## src/rtl/inst_encoder_loader.sv

```systemverilog
// inst_encoder_loader: packs a decoded RV64I operation into a 32-bit
// instruction word and writes it to instruction memory at an
// auto-incrementing byte address using a held request / acknowledge.
//
// state   | meaning
// S_IDLE  | ready for a request; write pointer may be reloaded
// S_ENC   | encode latched fields and range-check the immediate
// S_WRITE | hold mem_we/mem_addr/mem_wdata until mem_ack
// S_ERR   | one-cycle err pulse, nothing written
module inst_encoder_loader #(
  parameter int ADDR_W = 8
) (
  input  logic              clk,
  input  logic              rst_n,
  input  logic              in_valid,
  output logic              in_ready,
  input  logic [3:0]        in_op,
  input  logic [4:0]        in_rd,
  input  logic [4:0]        in_rs1,
  input  logic [4:0]        in_rs2,
  input  logic [63:0]       in_imm,
  input  logic              addr_load,
  input  logic [ADDR_W-1:0] addr_in,
  output logic              mem_we,
  output logic [ADDR_W-1:0] mem_addr,
  output logic [31:0]       mem_wdata,
  input  logic              mem_ack,
  output logic              err,
  output logic [1:0]        err_code,
  output logic [15:0]       inst_count
);

  localparam logic [1:0] S_IDLE  = 2'd0;
  localparam logic [1:0] S_ENC   = 2'd1;
  localparam logic [1:0] S_WRITE = 2'd2;
  localparam logic [1:0] S_ERR   = 2'd3;

  localparam logic [3:0] OP_LD   = 4'd0;
  localparam logic [3:0] OP_LW   = 4'd1;
  localparam logic [3:0] OP_SD   = 4'd2;
  localparam logic [3:0] OP_SW   = 4'd3;
  localparam logic [3:0] OP_ADDI = 4'd4;
  localparam logic [3:0] OP_SLTI = 4'd5;
  localparam logic [3:0] OP_JALR = 4'd6;
  localparam logic [3:0] OP_BEQ  = 4'd7;
  localparam logic [3:0] OP_JAL  = 4'd8;

  localparam logic [1:0] ERR_ILLEGAL = 2'b01;
  localparam logic [1:0] ERR_RANGE   = 2'b10;

  logic [1:0]        r_state;
  logic [3:0]        r_op;
  logic [4:0]        r_rd;
  logic [4:0]        r_rs1;
  logic [4:0]        r_rs2;
  logic [63:0]       r_imm;
  logic [ADDR_W-1:0] r_ptr;
  logic [31:0]       r_wdata;
  logic [1:0]        r_err_code;
  logic [15:0]       r_count;

  logic              w_accept;
  logic              w_short_ok;
  logic              w_long_ok;
  logic              w_illegal;
  logic              w_range_ok;
  logic [31:0]       w_word;

  assign w_accept   = in_valid && (r_state == S_IDLE);
  // 12-bit signed range: every bit above bit 10 must match the sign
  assign w_short_ok = (&r_imm[63:11]) || (~|r_imm[63:11]);
  // 20-bit signed range for JAL
  assign w_long_ok  = (&r_imm[63:19]) || (~|r_imm[63:19]);

  // Pack the latched operation and select which range rule applies
  always_comb begin
    w_word     = '0;
    w_illegal  = 1'b0;
    w_range_ok = w_short_ok;
    case (r_op)
      OP_LD:   w_word = {r_imm[11:0], r_rs1, 3'b011, r_rd, 7'b0000011};
      OP_LW:   w_word = {r_imm[11:0], r_rs1, 3'b010, r_rd, 7'b0000011};
      OP_SD:   w_word = {r_imm[11:5], r_rs2, r_rs1, 3'b011, r_imm[4:0], 7'b0100011};
      OP_SW:   w_word = {r_imm[11:5], r_rs2, r_rs1, 3'b010, r_imm[4:0], 7'b0100011};
      OP_ADDI: w_word = {r_imm[11:0], r_rs1, 3'b000, r_rd, 7'b0010011};
      OP_SLTI: w_word = {r_imm[11:0], r_rs1, 3'b010, r_rd, 7'b0010011};
      OP_JALR: w_word = {r_imm[11:0], r_rs1, 3'b000, r_rd, 7'b1100111};
      OP_BEQ:  w_word = {r_imm[11], r_imm[9:4], r_rs2, r_rs1, 3'b000,
                         r_imm[3:0], r_imm[10], 7'b1100011};
      OP_JAL: begin
        w_word     = {r_imm[19], r_imm[9:0], r_imm[10], r_imm[18:11],
                      r_rd, 7'b1101111};
        w_range_ok = w_long_ok;
      end
      default: w_illegal = 1'b1;
    endcase
  end

  // Sequencing: IDLE -> ENC -> WRITE|ERR -> IDLE
  always_ff @(posedge clk or negedge rst_n) begin
    if (!rst_n) begin
      r_state <= S_IDLE;
    end else begin
      case (r_state)
        S_IDLE:  if (in_valid) r_state <= S_ENC;
        S_ENC:   r_state <= (w_illegal || !w_range_ok) ? S_ERR : S_WRITE;
        S_WRITE: if (mem_ack) r_state <= S_IDLE;
        default: r_state <= S_IDLE;
      endcase
    end
  end

  // Capture the request so the upstream driver is free after accept
  always_ff @(posedge clk or negedge rst_n) begin
    if (!rst_n) begin
      r_op  <= '0;
      r_rd  <= '0;
      r_rs1 <= '0;
      r_rs2 <= '0;
      r_imm <= '0;
    end else if (w_accept) begin
      r_op  <= in_op;
      r_rd  <= in_rd;
      r_rs1 <= in_rs1;
      r_rs2 <= in_rs2;
      r_imm <= in_imm;
    end
  end

  // Write pointer: word-aligned reload in IDLE, advance on acknowledged write
  always_ff @(posedge clk or negedge rst_n) begin
    if (!rst_n) begin
      r_ptr <= '0;
    end else if (r_state == S_IDLE && addr_load) begin
      r_ptr <= {addr_in[ADDR_W-1:2], 2'b00};
    end else if (r_state == S_WRITE && mem_ack) begin
      r_ptr <= r_ptr + ADDR_W'(4);
    end
  end

  // Encoded word and error code are registered at the end of ENC
  always_ff @(posedge clk or negedge rst_n) begin
    if (!rst_n) begin
      r_wdata    <= '0;
      r_err_code <= '0;
    end else if (r_state == S_ENC) begin
      if (w_illegal)        r_err_code <= ERR_ILLEGAL;
      else if (!w_range_ok) r_err_code <= ERR_RANGE;
      else                  r_wdata    <= w_word;
    end
  end

  // Saturating count of completed writes
  always_ff @(posedge clk or negedge rst_n) begin
    if (!rst_n) begin
      r_count <= '0;
    end else if (r_state == S_WRITE && mem_ack && r_count != 16'hFFFF) begin
      r_count <= r_count + 16'd1;
    end
  end

  assign in_ready   = (r_state == S_IDLE);
  assign mem_we     = (r_state == S_WRITE);
  assign err        = (r_state == S_ERR);
  assign mem_addr   = r_ptr;
  assign mem_wdata  = r_wdata;
  assign err_code   = r_err_code;
  assign inst_count = r_count;

endmodule

```

## config.mk

```make
export PLATFORM = sky130hd
export DESIGN_NAME = inst_encoder_loader
export DESIGN_NICKNAME = d
export VERILOG_FILES = /design/src/rtl/inst_encoder_loader.sv
export SDC_FILE = /design/constraint.sdc
export NUM_CORES = 1
export LEC_CHECK = 0
export ABC_AREA = 1
export CAP_MARGIN = 25
export CORE_ASPECT_RATIO = 0.6
export CORE_MARGIN = 5
export CORE_UTILIZATION = 54
export DETAILED_ROUTE_END_ITERATION = 8
export PLACE_DENSITY = 0.88
export SLEW_MARGIN = 25
export SYNTH_ARGS = -nofsm -noshare
export SYNTH_HDL_FRONTEND = slang
export SYNTH_SLANG_ARGS = --single-unit
```

## constraint.sdc

```tcl
create_clock -name clk -period 3.51 [get_ports clk]
set_clock_uncertainty 0.2 [all_clocks]
set_input_delay 0.5265 -clock clk [delete_from_list [all_inputs] [get_ports clk]]
set_output_delay 0.5265 -clock clk [all_outputs]
set_load 0.005 [all_outputs]
```

==> flow_metrics.py <==
metrics = {
    "run_status": {
        "status": "finished, final reports clean",
    },
    "timing": {
        "fin_tns_setup_ns": 0,
        "rsz0062_at_grt": "no",
        "post-route-min-period_ns": 2.58,
        "setup_viol": 0,
        "fin_crit_sh_pct": 73.6,
        "fmax_mhz": 387,
        "relSlewSlack_pct": 42.8,
        "worstMarginPinSlew_ns": 0.857,
        "hold_viol": 0,
        "report.final.slew_viol_count": 0,
    },
    "place": {
        "gp_congestion": 0.852,
        "port_buffers": 152,
        "dp_hpwl_um": 12700,
    },
    "floorplanning": {
        "die-area_um2": 14600,
        "num_rows": 31,
        "initial_core_util_pct": 55.0,
        "chipHeight_um": 95.7,
        "die_w_um": 153,
        "pin_count": 157,
        "coreArea_um2": 12000,
    },
    "worst_setup_path": {
        "endpoint_kind": "flip-flop",
        "path_cells": "or2_1 > nor2_1 > nand2_1 > nor2_2 > nand2_1 > nand3_1 > nand4_2 > nand2_1 > nand2_1",
        "path_max_fanout": 31,
        "cpMostUsedCell": "nand2_1",
        "reg2regPathDepth": 9,
        "criticalPathCategory": "flip-flop to flip-flop",
        "critPathLaunchType": "flip-flop",
        "crit_required_ns": 3.59,
        "r2r-start": "r_imm[45]",
        "worst_ep_arrival_time_ns": 2.67,
        "r2r-end": "mem_wdata[12]",
        "cpPeakStageDelay_ns": 0.66,
        "slowest_stage": "nand4_2",
        "rrSetupSlack_ns": 0.93,
    },
    "global_routing": {
        "use_met1_pct": 33.9,
        "grt_use_met3_pct": 9.25,
        "grt_overflow": 0,
        "antenna_found_initial": 0,
        "grt_pass1_vias": 5530,
        "busiest_layer": "met2",
        "track_usage_pct": 24.3,
        "grt_pass1_wl_um": 28000,
        "grt_util_met2_pct": 36.1,
        "grt_max_degree": 74,
    },
    "synth": {
        "synth-simple-area-share_pct": 23.6,
        "synth_area_um2": 6610,
        "yosys_warnings": 0,
        "synth_top_family_by_area": "simple AND/OR/NAND/NOR gates",
        "seq_area_frac_synth_pct": 53.0,
        "synth.distinct_cells": 34,
        "muxShareOfSynthArea_pct": 11.1,
        "synth_xor_xnor_area_share_pct": 1.99,
        "yosys.area_share.adder_pct": 0.379,
        "netlist_instances": 725,
        "ys_seq_elements": 140,
        "synth_compound_area_share_pct": 4.47,
        "synth.avg_cell_area_um2": 9.12,
    },
    "drt": {
        "wire_per_inst_um": 16.5,
        "wirelength_um": 17400,
        "detail_route.first_pass.iterations": 5,
        "vias": 5638,
        "drt_iter0_drc": 498,
        "drcViolationCount": 0,
        "ant_nets": 0,
        "routed_via_density": 5.35,
    },
    "cells_and_area": {
        "post-route-util_pct": 73.6,
        "fin_nets": 975,
        "final_cell_mix": "nand2_1, clkdlybuf4s50_1, dfrtp_1",
        "area_delta_synth_final_pct": 33.8,
        "n_fill_cell": 873,
        "drive_gt1_share_pct": 13.5,
        "final_common_cell": "nand2_1",
        "diodes": 0,
    },
    "clock_network": {
        "postCtsResizedCells": 0,
        "htreeDepth": 4,
        "cts.sinks": 140,
        "cts-buffers-inserted": 17,
        "post-cts-setup-buffer-count": 0,
        "clk_pin_slew_ns": 0.06,
        "cts_tree": "yes",
        "clock_latency_ns": 0.40,
        "clockRootBuffer": "clkbuf_16",
        "clock_path_buffers": 2,
    },
    "worst_hold_path": {
        "hold_path.class": "flip-flop to flip-flop",
        "hold_start": "mem_wdata[24]",
        "min_to": "mem_wdata[24]",
        "holdPathStages": 2,
    },
    "job": {
        "maxCapViolCount": 0,
    },
    "power": {
        "leakagePower_nw": 4.08,
        "power_mw": 6.87,
        "peakVddDrop_uv": 392,
        "power_density_nw_per_um2": 777,
    },
}
worst max path at each step:
stage,startpoint,endpoint,cells past startpoint
after floorplan,inst_count[0],inst_count[13],11
after global placement,r_imm[45],mem_wdata[22],9
after detailed placement,r_imm[45],mem_wdata[11],9
after CTS,r_imm[45],mem_wdata[12],9
after global routing,r_imm[45],mem_wdata[21],10
final,r_imm[45],mem_wdata[12],9
sequential cells by signal, indices dropped and copies added (netlist names):
signal,flops
mem_addr,6
r_rs2,5
r_rs1,5
inst_count,16
mem_wdata,31
r_rd,5
r_op,4
r_state,2
r_imm,64
err_code,2
Yosys cell counts, drive strengths merged:
cell | instances | share of area (%)
mux2 | 65 | 11
a22o | 2 | 0.27
o21bai | 1 | 0.11
nand4 | 11 | 1.1
a211oi | 1 | 0.11
buf | 22 | 2.2
conb | 1 | 0.057
nand3b | 1 | 0.11
o211ai | 7 | 0.79
inv | 53 | 3.0
clkbuf | 4 | 0.23
xor2 | 10 | 1.3
xnor2 | 5 | 0.66
nand2 | 184 | 11
a21oi | 21 | 1.6
o22ai | 8 | 0.76
dfrtp | 140 | 53
nor2 | 112 | 6.7
nand3 | 54 | 4.2
nor4 | 1 | 0.095
ha | 2 | 0.38
or2 | 1 | 0.095
nor3 | 8 | 0.61
o21ai | 11 | 0.83
through the flow:
| stage | cells | hold WS [ns] | cell area [um^2] | setup WS [ns] |
|---|---|---|---|---|
| 6_report | 1054 | 0.281 | 8850 | 0.926 |
| 5_1_grt | 1054 | 0.307 | 8850 | 0.710 |
| 4_1_cts | 1054 | 0.283 | 8850 | 0.980 |
| 3_5_place_dp | 1022 | 0.266 | 8260 | 1.04 |
| 3_3_place_gp | 1022 | 0.257 | 8260 | 1.12 |
| 2_1_floorplan | 726 | 0.0309 | 6610 | 1.78 |
cells by family (layout without fill, tap and decap cells):
kind of cell,Yosys count,after routing
AO/OA/AOI/OAI,51,51
XOR/XNOR,15,15
adder cells (fa/ha/maj),2,2
buffers and inverters,79,242
flip-flops,140,140
multiplexers,65,65
other,1,2
AND/OR/NAND/NOR,372,372
what timing repair did:
item | CTS | global route
setup endpoints to repair | 0 | 0
endpoints found under the hold margin | 67 | 0
hold buffers | 1 | 0
critical path: cells and delay by family, from the launching register on:
| kind | cells | cell delay, ns |
|---|---|---|
| flops | 1 | 0.40 |
| simple gates | 9 | 1.84 |
per-layer routing:
layer / up-vias / wire [um]
met3: 28 / 1910
met4: 0 / 227
met5: - / 0
met2: 246 / 7560
met1: 2691 / 7700
li1: 2673 / -
cell type report:
class | count | area (um^2) | area share, %
sequential | 140 | 3500 | 39.6
multi-input combinational | 507 | 2760 | 31.2
timing repair buffer | 158 | 1600 | 18.0
clock buffer | 18 | 439 | 4.96
tap | 165 | 206 | 2.33
inverter | 53 | 199 | 2.25
clock inverter | 13 | 141 | 1.60
report_power, final:
group	internal, mW	switching, mW
sequential	2.25	0.537
combinational	1.14	1.20
clock	1.07	0.683
total	4.45	2.42
No activity file was read; power rests on OpenSTA's default activity.
